**src/rtl/ikaopll_bus_sequencer.sv**
```systemverilog
// Host-side write scheduler for the OPLL core bus: queues (address, data) pairs and replays them with YM2413 timing.
// Optional macro IKAOPLL_BUSSEQ_ADDR_SKIP_EN skips the address phase when the address repeats.
module ikaopll_bus_sequencer #(
  parameter int FIFO_DEPTH      = 4,
  parameter int STROBE_TICKS    = 2,
  parameter int ADDR_WAIT_TICKS = 12,
  parameter int DATA_WAIT_TICKS = 84
) (
  input  logic       i_EMUCLK,
  input  logic       i_RST_n,
  input  logic       i_phiM_PCEN_n,
  input  logic       i_WVALID,
  output logic       o_WREADY,
  input  logic [7:0] i_WADDR,
  input  logic [7:0] i_WDATA,
  input  logic       i_FLUSH,
  output logic       o_CS_n,
  output logic       o_WR_n,
  output logic       o_A0,
  output logic [7:0] o_D,
  output logic       o_BUSY,
  output logic [4:0] o_LEVEL
);

  localparam int         PW      = (FIFO_DEPTH > 1) ? $clog2(FIFO_DEPTH) : 1;
  localparam logic [4:0] DEPTH_L = 5'(FIFO_DEPTH);
  localparam logic [7:0] STRB_M1 = 8'(STROBE_TICKS - 1);
  localparam logic [7:0] AWAIT_M1 = 8'(ADDR_WAIT_TICKS - 1);
  localparam logic [7:0] DWAIT_M1 = 8'(DATA_WAIT_TICKS - 1);

  typedef enum logic [2:0] {
    IDLE    = 3'd0,
    A_SETUP = 3'd1,
    A_STRB  = 3'd2,
    A_WAIT  = 3'd3,
    D_SETUP = 3'd4,
    D_STRB  = 3'd5,
    D_WAIT  = 3'd6
  } state_t;

  state_t          state_r, state_nxt_s;
  logic [7:0]      cnt_r, cnt_nxt_s;
  logic [7:0]      addr_mem_r [FIFO_DEPTH];
  logic [7:0]      data_mem_r [FIFO_DEPTH];
  logic [PW-1:0]   wr_ptr_r, rd_ptr_r;
  logic [4:0]      level_r, level_nxt_s;
  logic            wready_r, busy_r;
  logic [7:0]      txn_addr_r, txn_data_r, txn_addr_nxt_s, txn_data_nxt_s;
  logic            cs_n_r, wr_n_r, a0_r;
  logic [7:0]      d_r;
  logic            cs_n_nxt_s, wr_n_nxt_s, a0_nxt_s;
  logic [7:0]      d_nxt_s;
  logic            tick_s, push_s, pop_s, skip_s;
  logic [7:0]      head_addr_s, head_data_s;

  assign tick_s      = ~i_phiM_PCEN_n;
  assign push_s      = i_WVALID & wready_r & ~i_FLUSH;
  assign pop_s       = tick_s & (state_r == IDLE) & (level_r != 5'd0) & ~i_FLUSH;
  assign head_addr_s = addr_mem_r[rd_ptr_r];
  assign head_data_s = data_mem_r[rd_ptr_r];

`ifdef IKAOPLL_BUSSEQ_ADDR_SKIP_EN
  logic [7:0] last_addr_r;
  logic       last_valid_r;

  assign skip_s = last_valid_r & (head_addr_s == last_addr_r);

  // Remember the address most recently sent to the core.
  always_ff @(posedge i_EMUCLK or negedge i_RST_n) begin
    if (!i_RST_n) begin
      last_addr_r  <= 8'd0;
      last_valid_r <= 1'b0;
    end else if (pop_s) begin
      last_addr_r  <= head_addr_s;
      last_valid_r <= 1'b1;
    end
  end
`else
  assign skip_s = 1'b0;
`endif

  // FIFO occupancy; flush wins over any coincident push.
  always_comb begin
    level_nxt_s = level_r;
    if (i_FLUSH) begin
      level_nxt_s = 5'd0;
    end else if (push_s && !pop_s) begin
      level_nxt_s = level_r + 5'd1;
    end else if (pop_s && !push_s) begin
      level_nxt_s = level_r - 5'd1;
    end else begin
      level_nxt_s = level_r;
    end
  end

  // Next state and tick counter; the counter holds remaining ticks minus one.
  always_comb begin
    state_nxt_s = state_r;
    cnt_nxt_s   = cnt_r;
    if (tick_s) begin
      case (state_r)
        IDLE: begin
          if (pop_s) begin
            state_nxt_s = skip_s ? D_SETUP : A_SETUP;
            cnt_nxt_s   = 8'd0;
          end else begin
            cnt_nxt_s = 8'd0;
          end
        end
        A_SETUP: begin
          state_nxt_s = A_STRB;
          cnt_nxt_s   = STRB_M1;
        end
        A_STRB: begin
          if (cnt_r == 8'd0) begin
            state_nxt_s = A_WAIT;
            cnt_nxt_s   = AWAIT_M1;
          end else begin
            cnt_nxt_s = cnt_r - 8'd1;
          end
        end
        A_WAIT: begin
          if (cnt_r == 8'd0) begin
            state_nxt_s = D_SETUP;
            cnt_nxt_s   = 8'd0;
          end else begin
            cnt_nxt_s = cnt_r - 8'd1;
          end
        end
        D_SETUP: begin
          state_nxt_s = D_STRB;
          cnt_nxt_s   = STRB_M1;
        end
        D_STRB: begin
          if (cnt_r == 8'd0) begin
            state_nxt_s = D_WAIT;
            cnt_nxt_s   = DWAIT_M1;
          end else begin
            cnt_nxt_s = cnt_r - 8'd1;
          end
        end
        D_WAIT: begin
          if (cnt_r == 8'd0) begin
            state_nxt_s = IDLE;
            cnt_nxt_s   = 8'd0;
          end else begin
            cnt_nxt_s = cnt_r - 8'd1;
          end
        end
        default: begin
          state_nxt_s = IDLE;
          cnt_nxt_s   = 8'd0;
        end
      endcase
    end else begin
      state_nxt_s = state_r;
      cnt_nxt_s   = cnt_r;
    end
  end

  // Bus levels decoded from the next state so the pins come straight from flops.
  always_comb begin
    txn_addr_nxt_s = pop_s ? head_addr_s : txn_addr_r;
    txn_data_nxt_s = pop_s ? head_data_s : txn_data_r;
    cs_n_nxt_s     = 1'b1;
    wr_n_nxt_s     = 1'b1;
    a0_nxt_s       = a0_r;
    d_nxt_s        = d_r;
    case (state_nxt_s)
      A_SETUP: begin cs_n_nxt_s = 1'b0; a0_nxt_s = 1'b0; d_nxt_s = txn_addr_nxt_s; end
      A_STRB:  begin cs_n_nxt_s = 1'b0; wr_n_nxt_s = 1'b0; a0_nxt_s = 1'b0; d_nxt_s = txn_addr_nxt_s; end
      A_WAIT:  begin a0_nxt_s = 1'b0; d_nxt_s = txn_addr_nxt_s; end
      D_SETUP: begin cs_n_nxt_s = 1'b0; a0_nxt_s = 1'b1; d_nxt_s = txn_data_nxt_s; end
      D_STRB:  begin cs_n_nxt_s = 1'b0; wr_n_nxt_s = 1'b0; a0_nxt_s = 1'b1; d_nxt_s = txn_data_nxt_s; end
      D_WAIT:  begin a0_nxt_s = 1'b1; d_nxt_s = txn_data_nxt_s; end
      default: begin a0_nxt_s = a0_r; d_nxt_s = d_r; end
    endcase
  end

  // Sequencer, FIFO and output registers.
  always_ff @(posedge i_EMUCLK or negedge i_RST_n) begin
    if (!i_RST_n) begin
      state_r    <= IDLE;
      cnt_r      <= 8'd0;
      wr_ptr_r   <= '0;
      rd_ptr_r   <= '0;
      level_r    <= 5'd0;
      wready_r   <= 1'b1;
      busy_r     <= 1'b0;
      txn_addr_r <= 8'd0;
      txn_data_r <= 8'd0;
      cs_n_r     <= 1'b1;
      wr_n_r     <= 1'b1;
      a0_r       <= 1'b0;
      d_r        <= 8'd0;
      for (int i = 0; i < FIFO_DEPTH; i++) begin
        addr_mem_r[i] <= 8'd0;
        data_mem_r[i] <= 8'd0;
      end
    end else begin
      state_r    <= state_nxt_s;
      cnt_r      <= cnt_nxt_s;
      level_r    <= level_nxt_s;
      wready_r   <= (level_nxt_s < DEPTH_L);
      busy_r     <= (state_nxt_s != IDLE) || (level_nxt_s != 5'd0);
      txn_addr_r <= txn_addr_nxt_s;
      txn_data_r <= txn_data_nxt_s;
      cs_n_r     <= cs_n_nxt_s;
      wr_n_r     <= wr_n_nxt_s;
      a0_r       <= a0_nxt_s;
      d_r        <= d_nxt_s;
      if (push_s) begin
        addr_mem_r[wr_ptr_r] <= i_WADDR;
        data_mem_r[wr_ptr_r] <= i_WDATA;
      end
      if (i_FLUSH) begin
        wr_ptr_r <= '0;
        rd_ptr_r <= '0;
      end else begin
        if (push_s) wr_ptr_r <= wr_ptr_r + PW'(1);
        if (pop_s)  rd_ptr_r <= rd_ptr_r + PW'(1);
      end
    end
  end

  assign o_CS_n   = cs_n_r;
  assign o_WR_n   = wr_n_r;
  assign o_A0     = a0_r;
  assign o_D      = d_r;
  assign o_BUSY   = busy_r;
  assign o_LEVEL  = level_r;
  assign o_WREADY = wready_r;

endmodule

```
**config.mk**
```make
export PLATFORM = sky130hd
export DESIGN_NAME = ikaopll_bus_sequencer
export DESIGN_NICKNAME = d
export VERILOG_FILES = /design/src/rtl/ikaopll_bus_sequencer.sv
export SDC_FILE = /design/constraint.sdc
export NUM_CORES = 1
export LEC_CHECK = 0
export CAP_MARGIN = 20
export CORE_ASPECT_RATIO = 0.5
export CORE_MARGIN = 2
export CORE_UTILIZATION = 60
export DETAILED_ROUTE_END_ITERATION = 16
export HOLD_SLACK_MARGIN = 0.08
export PLACE_DENSITY = 0.84
export SLEW_MARGIN = 20
export SYNTH_ARGS = -nofsm -noshare
export SYNTH_HDL_FRONTEND = slang
export SYNTH_SLANG_ARGS = --single-unit
```
**constraint.sdc**
```tcl
create_clock -name i_EMUCLK -period 5.3 [get_ports i_EMUCLK]
set_input_delay 1.59 -clock i_EMUCLK [delete_from_list [all_inputs] [get_ports i_EMUCLK]]
set_output_delay 1.59 -clock i_EMUCLK [all_outputs]
set_load 0.01 [all_outputs]
```
==> impl_metrics.json <==
{
  "status": "finished clean",
  "root_buffer": "clkbuf_16",
  "total_power_mw": 4.10,
  "syn_area_um2": 5540,
  "dpl-instance-area_um2": 5980,
  "drc_errors": 0,
  "post-route-util_pct": 74.7,
  "grt_max_degree": 46,
  "internal_power_mw": 2.70,
  "insertion_delay_ns": 0.42,
  "maxCapViolCount": 0,
  "synth_compound_area_share_pct": 9.56,
  "hold_viol": 0,
  "final_area_um2": 6590,
  "first_global_vias": 3812,
  "ctsLongestPathBuffers": 2,
  "drt_iter0_drc": 444,
  "ys.flop_type": "dfrtp_1",
  "io_pins": 39,
  "seqCellArea_um2": 2830,
  "antenna_cells": 0,
  "fmax_mhz": 261,
  "cts_hold_buf": 0,
  "rsz0062_at_grt": "false",
  "synth_fp_nets": 463,
  "synth_edf_count": 0,
  "cts_setup_buffers": 0,
  "finalClockSkew_ns": 0.00799,
  "multiInputGateArea_um2": 2510,
  "post-route-period-util_pct": 72.4,
  "critPathLaunchType": "input port",
  "track_usage_pct": 27.1,
  "area_delta_synth_final_pct": 19.1,
  "drtAntennaViolNets": 0,
  "crit_type": "input port to register",
  "wire_per_inst_um": 21.0,
  "crit_path_end_kind": "register",
  "dr.pass1.iters": 6,
  "finalSetupViolCount": 0,
  "synth-seq-cells": 113,
  "syn_inst": 434,
  "antenna_found_initial": 0,
  "async_flop_share_pct": 100,
  "clk_pin_slew_ns": 0.05,
  "synthTopCellsByArea": "dfrtp_1 (50%), mux2_2 (13%), mux4_2 (6.5%)",
  "fin_nets": 499,
  "worstPathArrival_ns": 4.11,
  "switching_share_pct": 34.3,
  "ys_warn_count": 0,
  "globalplace.congestion": 0.852,
  "sequentialPowerShare_pct": 37.2,
  "dp.cells": 568,
  "synthMuxAreaShare_pct": 23.7,
  "leakagePower_nw": 2.83,
  "die_area_um2": 10100,
  "fp.dieW_um": 140,
  "cts_sinks": 113,
  "nFillCells": 549,
  "yosysSeqAreaShare_pct": 51.2,
  "ys_types": 67,
  "post-route-min-period_ns": 3.84,
  "io_buffer_count": 38,
  "finalMaxSlewViolations": 0,
  "vdd_drop_max_mv": 0.326,
  "clockPowerShare_pct": 29.2,
  "tightestPinTransition_ns": 0.910,
  "cts_buffers": 17,
  "htreeDepth": 4,
  "core.rowCount": 24,
  "core_um2": 8830,
  "ctsResizeCount": 0,
  "synthAdderAreaFrac_pct": 1.99,
  "comb_power_share_pct": 33.5,
  "route.vias.total": 3828,
  "overflow": 0,
  "p_sw_mw": 1.40,
  "cp.required_ns": 5.57,
  "start_util_pct": 62.7,
  "hpwl_um": 7270,
  "slew_headroom_pct": 39.2,
  "synth_xor_area_share_pct": 0.475,
  "die_h_um": 71.9,
  "synth_top_family_by_area": "multiplexers",
  "synth_top_cell_by_area": "dfrtp_1",
  "viasPerCell": 6.38,
  "yosys.area_share.simple_pct": 9.58,
  "synth_top_area_share_pct": 49.7,
  "drive_gt1_share_pct": 30.6,
  "tritoncts": "yes",
  "hold_path.class": "register to register",
  "wirelength_um": 12600,
  "tns_ns": 0,
  "power.density_nw_per_um2": 622,
  "avgSynthCellArea_um2": 12.8,
  "grt_pass1_wl_um": 20700,
  "fin_cells": 600,
  "cp_max_fo": 20
}
## cell usage after synthesis, drive strengths merged, types with 2 or more instances
cell type,instances
nand3,7
o41ai,2
or3,3
mux4,16
nor4b,2
nand2,22
dfstp,3
o31ai,6
a211oi,3
mux2,73
nor2b,2
o21ai,16
nand4,3
a41oi,2
clkbuf,12
and3b,3
xnor2,2
o211ai,2
mux2i,10
a21boi,4
nor3b,2
o22ai,9
or4b,2
or4,4
nand2b,3
buf,14
dfrtp,110
inv,18
nor4,5
nor3,8
a21oi,22
a22oi,2
and2,3
nor2,14
ha,8
## per-stage QoR
step                hold slack (ns)  setup slack (ns)
detailed placement            0.479              1.13
CTS                           0.501              1.50
global route                  0.508              1.37
finish                        0.503              1.46
floorplan                     0.465              2.21
global placement              0.482              1.18
## sequential cells by signal, indices dropped and copies added (netlist names)
register and flops:
addr_mem_r 32, data_mem_r 32, cnt_r 8, o_D 8, txn_addr_r 8, txn_data_r 8, o_LEVEL 5, state_r 3
rd_ptr_r 2, wr_ptr_r 2, o_A0 1, o_BUSY 1, o_CS_n 1, o_WREADY 1, o_WR_n 1
## routing by layer
layer / share of wire, % / track usage (%)
met1: 44 / 36.5
met2: 49 / 44.6
met3: 5.0 / 6.73
met4: 1.8 / 9.22
met5: 0 / 0
## power groups by stage
| stage | clock network (mW) | logic (mW) | registers [mW] |
|---|---|---|---|
| after floorplan | 0 | 1.03 | 1.41 |
| after global placement | 0 | 1.27 | 1.49 |
| after detailed placement | 0 | 1.32 | 1.51 |
| after CTS | 1.20 | 1.37 | 1.52 |
| after global routing | 1.26 | 1.48 | 1.57 |
| final | 1.20 | 1.38 | 1.53 |
## area by class of cell
| class | count | share of cell area [%] |
|---|---|---|
| sequential | 113 | 43.0 |
| inverter | 18 | 1.03 |
| tap | 117 | 2.22 |
| multi-input combinational | 277 | 38.2 |
| timing repair buffer | 43 | 6.30 |
| clock buffer | 18 | 6.66 |
| clock inverter | 14 | 2.68 |
## layout by cell type, fill, tap and decap left out, types with 3 or more instances in the layout
| cell type | synthesis | routed |
|---|---|---|
| a211oi_1 | 3 | 3 |
| a21oi_1 | 13 | 13 |
| a21oi_2 | 9 | 9 |
| and2_1 | 3 | 3 |
| and3b_1 | 3 | 3 |
| buf_4 | 3 | 6 |
| bufinv_16 | 0 | 3 |
| clkbuf_16 | 0 | 17 |
| clkdlybuf4s50_1 | 0 | 37 |
| clkinvlp_4 | 0 | 5 |
| dfrtp_1 | 110 | 110 |
| dfstp_2 | 3 | 3 |
| ha_1 | 8 | 8 |
| inv_1 | 18 | 18 |
| inv_6 | 0 | 5 |
| mux2_2 | 64 | 64 |
| mux2_4 | 8 | 8 |
| mux2i_1 | 10 | 10 |
| mux4_2 | 16 | 16 |
| nand2_1 | 22 | 22 |
| nand2b_1 | 3 | 3 |
| nand3_1 | 7 | 7 |
| nand4_1 | 3 | 3 |
| nor2_1 | 12 | 12 |
| nor3_1 | 6 | 6 |
| nor4_1 | 4 | 4 |
| o21ai_0 | 11 | 11 |
| o21ai_1 | 5 | 5 |
| o22ai_1 | 9 | 9 |
| o31ai_1 | 6 | 6 |
| or4_1 | 3 | 3 |
## path summary, 6_finish.rpt
kind	to	slack, ns	from	cells past startpoint
max	o_D[2]	1.46	i_phiM_PCEN_n	6
min	txn_data_r[3]	0.50	txn_data_r[3]	1
max reg2reg	o_D[2]	2.60	state_r[0]	5
min reg2reg	txn_data_r[3]	0.50	txn_data_r[3]	1
max in group asynchronous	o_D[2]	3.22	i_RST_n	2
min in group asynchronous	data_mem_r[23]	1.14	i_RST_n	1
## cell families after synthesis
| kind of cell | after synthesis |
|---|---|
| flops | 113 |
| mux | 99 |
| simple gates | 88 |
| compound gates | 78 |
| buf+inv | 44 |
| fa+ha+maj | 9 |
| xor+xnor | 3 |
## worst max-delay path: stages
cell,delay [ns]
clkdlybuf4s50_1,0.69
or4_4,0.59
nor3_4,0.18
buf_4,0.34
o31a_1,0.57
a21oi_2,0.13
(Power assumes the default switching activity.)
==> RTL change 1 (config.mk and constraints unchanged) <==
The option `IKAOPLL_BUSSEQ_ADDR_SKIP_EN` is turned on by a define.
--- a/src/rtl/ikaopll_bus_sequencer.sv
+++ b/src/rtl/ikaopll_bus_sequencer.sv
@@ -1,4 +1,6 @@
 // Host-side write scheduler for the OPLL core bus: queues (address, data) pairs and replays them with YM2413 timing.
 // Optional macro IKAOPLL_BUSSEQ_ADDR_SKIP_EN skips the address phase when the address repeats.
+`define IKAOPLL_BUSSEQ_ADDR_SKIP_EN
+
 module ikaopll_bus_sequencer #(
   parameter int FIFO_DEPTH      = 4,
Function: no difference found for any inputs over 4 cycles, from zero or initial values and one cycle with i_RST_n low; that may be too few to reach the edited logic, so the function may still have changed.
==> RTL change 1 against the original RTL <==
Total power grew 7.6%. Setup slack gained 110 ps. Die area grew 6.4%. Routed wire length grew 0.42%. Design area grew 7.0%. First-iteration DRC count shrank 33%. Count of clock-buffer cells in the layout grew 4. Area after synthesis grew 6.7%. Clock skew grew 0.98 ps. Final cell count grew 13%. Sequential cell count grew 9.
==> RTL change 1: results (changes against the original RTL) <==
# fillers=620 (+13%); WL met1=5.751 mm (+3.3%); met1 Usage GRT=36.09% (-0.36 points); synth cell count leaders=119 x dfrtp_1, 66 x mux2_2, 49 x nand2_1; largest net degree at the start of global routing=68 (+48%); met3 GRT Util=6.310% (-0.42 points); biggest regs=addr_mem_r: 32 flops, data_mem_r: 32 flops; CTS root buf=clkbuf_16; status=finished, final reports clean; Placer Congestion=0.8354 (-1.9%); Clk pwr share=29.2% (about the same); ANT cells=0 (unchanged); CP Data Arrival Time=4020 ps (-90 ps); placed wire-length estimate=8.180 mm (+13%); Leak=3.191 nW (+13%); met2 usage=41.60% (-3.0 points); final setup skew=8.976 ps (+0.9845 ps); H-tree depth=4 (unchanged); DRC violations left=0 (unchanged); worst vdd ir=0.0002755 V (-16%); layout cell share with drive strength beyond 1=24.44% (-6.2 points); Sw Share=32.39% (-1.9 points); Final WS setup=1570 ps (+107.3 ps); synth warn=0 (unchanged); crit path max fanout=28 (+40%); wire length on met2=5.949 mm (-3.7%); # port buffers=38 (unchanged); via count=4034 (+5.4%); DRT iter0 DRCs=296 (-33%); total iterations of the first detailed-routing run=5 (-1); hold slack=479.7 ps (-23.05 ps); comb pwr=0.00146 W (+6%); clk_lat worst skew=410 ps; Area contributors post-synth=dfrtp_1 50%, mux2_2 13%, mux4_2 4.6%; CTS Hold Bufs=0 (unchanged); total routed wirelength=12.66 mm (+0.42%); Global Route Usage Sum=26.42% (-0.72 points); Total Nets Final=556 (+11%); Top FF cell, synth=dfrtp_1; wire length on met3=661 um (+4.6%); distinct cell type count after synthesis=65 (-3.0%); Post-CTS Setup Bufs=0 (unchanged); dpl ws=1203 ps (+77.44 ps); Resize count post-CTS=0 (unchanged); Slew headroom=35.87% (-3.3 points); Mapped Nets=516 (+11%); Worst-path clk slew=50 ps (about the same); first-pass GRT wire length=20.87 mm (+1.0%); initial antenna violation count=0 (unchanged); Clock Tree Buf Depth=2 (unchanged); TritonCTS Buffers=17 (unchanged); Placed Area=6392 um^2 (+7.0%); top sig layer=met4; sequential cell area fraction in the yosys report=51.74% (+0.58 points)
-- RTL change 1: critical path, stage by stage --
cell             delay (ps)
clkdlybuf4s50_1         480
nor3_4                  420
nand2_1                 110
buf_4                   240
o21a_4                  280
clkinv_2                130
mux2_2                  420
a211oi_1                340
-- RTL change 1: final cells by class --
| cell class | instances | area (um^2) | share of cell area (%) |
|---|---|---|---|
| Clock buffer | 22 | 474.2 | 6.723 |
| Clock inverter | 10 | 186.4 | 2.643 |
| Inverter | 20 | 76.32 | 1.082 |
| Multi-Input combinational cell | 322 | 2655 | 37.64 |
| Sequential cell | 122 | 3057 | 43.34 |
| Tap cell | 135 | 168.9 | 2.395 |
| Timing Repair Buffer | 44 | 435.4 | 6.174 |
-- RTL change 1: metrics by stage --
stage                     total power (W)  std cells
after floorplan                  0.002674        487
after CTS                        0.004416        675
after detailed placement         0.003079        643
after global routing             0.004659        675
after global placement           0.003001        643
final                            0.004411        675
-- RTL change 1: worst paths after layout --
path                                from              to  cells past startpoint
max in group asynchronous        i_RST_n          o_WR_n                      2
hold / removal                  cnt_r[7]        cnt_r[7]                      1
setup reg to reg             rd_ptr_r[0]          o_D[1]                      8
min in group asynchronous        i_RST_n  last_addr_r[2]                      1
hold reg to reg                 cnt_r[7]        cnt_r[7]                      1
setup / recovery           i_phiM_PCEN_n          o_D[1]                      8
-- RTL change 1: cells by family after synthesis --
family	synth area share, %
AND/OR/NAND/NOR	11.31
buffers and inverters	3.325
AO/OA/AOI/OAI	10.04
XOR/XNOR	2.520
adder cells (fa/ha/maj)	1.694
flip-flops	51.74
multiplexers	19.38
==> RTL change 2 (same settings) <==
Made on the original files. `d_r` no longer has a reset.
--- a/src/rtl/ikaopll_bus_sequencer.sv
+++ b/src/rtl/ikaopll_bus_sequencer.sv
@@ -193,5 +193,4 @@
       wr_n_r     <= 1'b1;
       a0_r       <= 1'b0;
-      d_r        <= 8'd0;
       for (int i = 0; i < FIFO_DEPTH; i++) begin
         addr_mem_r[i] <= 8'd0;
@@ -209,5 +208,4 @@
       wr_n_r     <= wr_n_nxt_s;
       a0_r       <= a0_nxt_s;
-      d_r        <= d_nxt_s;
       if (push_s) begin
         addr_mem_r[wr_ptr_r] <= i_WADDR;
@@ -224,4 +222,8 @@
   end
 
+  always_ff @(posedge i_EMUCLK) begin
+    d_r <= d_nxt_s;
+  end
+
   assign o_CS_n   = cs_n_r;
   assign o_WR_n   = wr_n_r;
Formal check against the unedited RTL: differs if i_RST_n is asserted again (counterexample within 4 cycles, from zero or initial values and one cycle with i_RST_n low); with i_RST_n held inactive, the same outputs for 4 cycles.
==> RTL change 2 against the original RTL <==
Area after synthesis down 3.5%. Routed wire length is 9.3% lower. Sequential cell count is the same. Highest routed layer unchanged. Design area down 2.5%. Setup slack better by 23 ps. Largest power group unchanged. Total power shrank 7.1%. Combinational power decreased by 22%. Non-clock buffer count decreased by 2.
==> RTL change 2: results (changes against the original RTL) <==
area of the multi-input gates=2331 um^2 (-7.3%); PwrDens=592.5 nW/um^2 (-4.8%); reg2reg end=o_D[0]; register area=2873 um^2 (+1.5%); Placed Area=5783 um^2 (-3.2%); Hold EP=txn_data_r[2]; Slew headroom=43.75% (+4.6 points); Clock buffer cells=20 (+2); Placer Congestion=0.8350 (-2.0%); fin cells=596 (-0.67%); HP Start=txn_data_r[2]; layout cell share with drive strength beyond 1=28.81% (-1.8 points); Area contributors post-synth=dfrtp_1 48%, mux2_2 15%, mux4_2 6.7%; vias in the first global route=3636 (-4.6%); sequential cell area fraction in the yosys report=53.76% (+2.6 points); R2R setup slack=2200 ps (-400 ps); distinct cell type count after synthesis=51 (-24%); status=finished, final reports clean; cell count of the worst hold path=2 (+1); ClkCell Share=9.965% (+0.63 points); drt wl/cell=19.18 um (-8.7%); Global Route Usage Sum=26.15% (-0.99 points); synth cell count leaders=102 x dfrtp_1, 72 x mux2_2, 72 x nand2_1; Plain + repair buffers=41 (-4.7%); CP Data Arrival Time=3980 ps (-130 ps); CP delay by family, top=simple AND/OR/NAND/NOR gates; Psw=0.001164 W (-17%); hold slack=478.3 ps (-24.47 ps); die area=9719 um^2 (-3.4%); synthesized area per cell=12.36 um^2 (-3.1%); Leak=2.810 nW (-0.58%); Worst Setup EP=o_D[2]; number of synthesized flops with an enable pin=8 (+8); Total Nets Final=496 (-0.60%); placed insts=565 (-0.53%); vias per cell=6.082 (-4.7%); Sw Share=30.56% (-3.7 points); first-pass GRT wire length=18.79 mm (-9.1%); DRT iter0 DRCs=358 (-19%); count of multi-input gates=285 (+2.9%); Mapped Nets=461 (-0.43%); fin crit share=71.97% (-0.44 points); # fillers=497 (-9.5%)
-- RTL change 2: cell types whose count changed after synthesis, moves of 6 or more --
cell	before	now
nand2_1	22	72
nor2_1	12	22
a21oi_2	9	0
inv_1	18	9
o22ai_1	9	0
clkbuf_1	12	20
dfrtp_1	110	102
edfxtp_1	0	8
mux2_2	64	72
mux2_4	8	0
buf_2	9	3
mux2i_1	10	4
-- RTL change 2: cell families after synthesis --
group,after synthesis,share of synthesized area [%]
muxes,92,22.68
and+or+nand+nor,126,11.27
xor gates and xnor gates,9,1.616
buffers and inverters,34,2.600
AOI/OAI and AO/OA,48,5.833
adders and majority gates,10,2.249
DFF,113,53.76
-- RTL change 2: layer usage --
layer / GRT usage [%] / share of wire [%] / vias to the layer above
met1: 34.04 / 43 / 1870
met3: 8.530 / 5.3 / 20
met2: 41.79 / 50 / 127
met4: 9.507 / 1.7 / 0
met5: 0 / 0 / -
li1: - / - / 1608
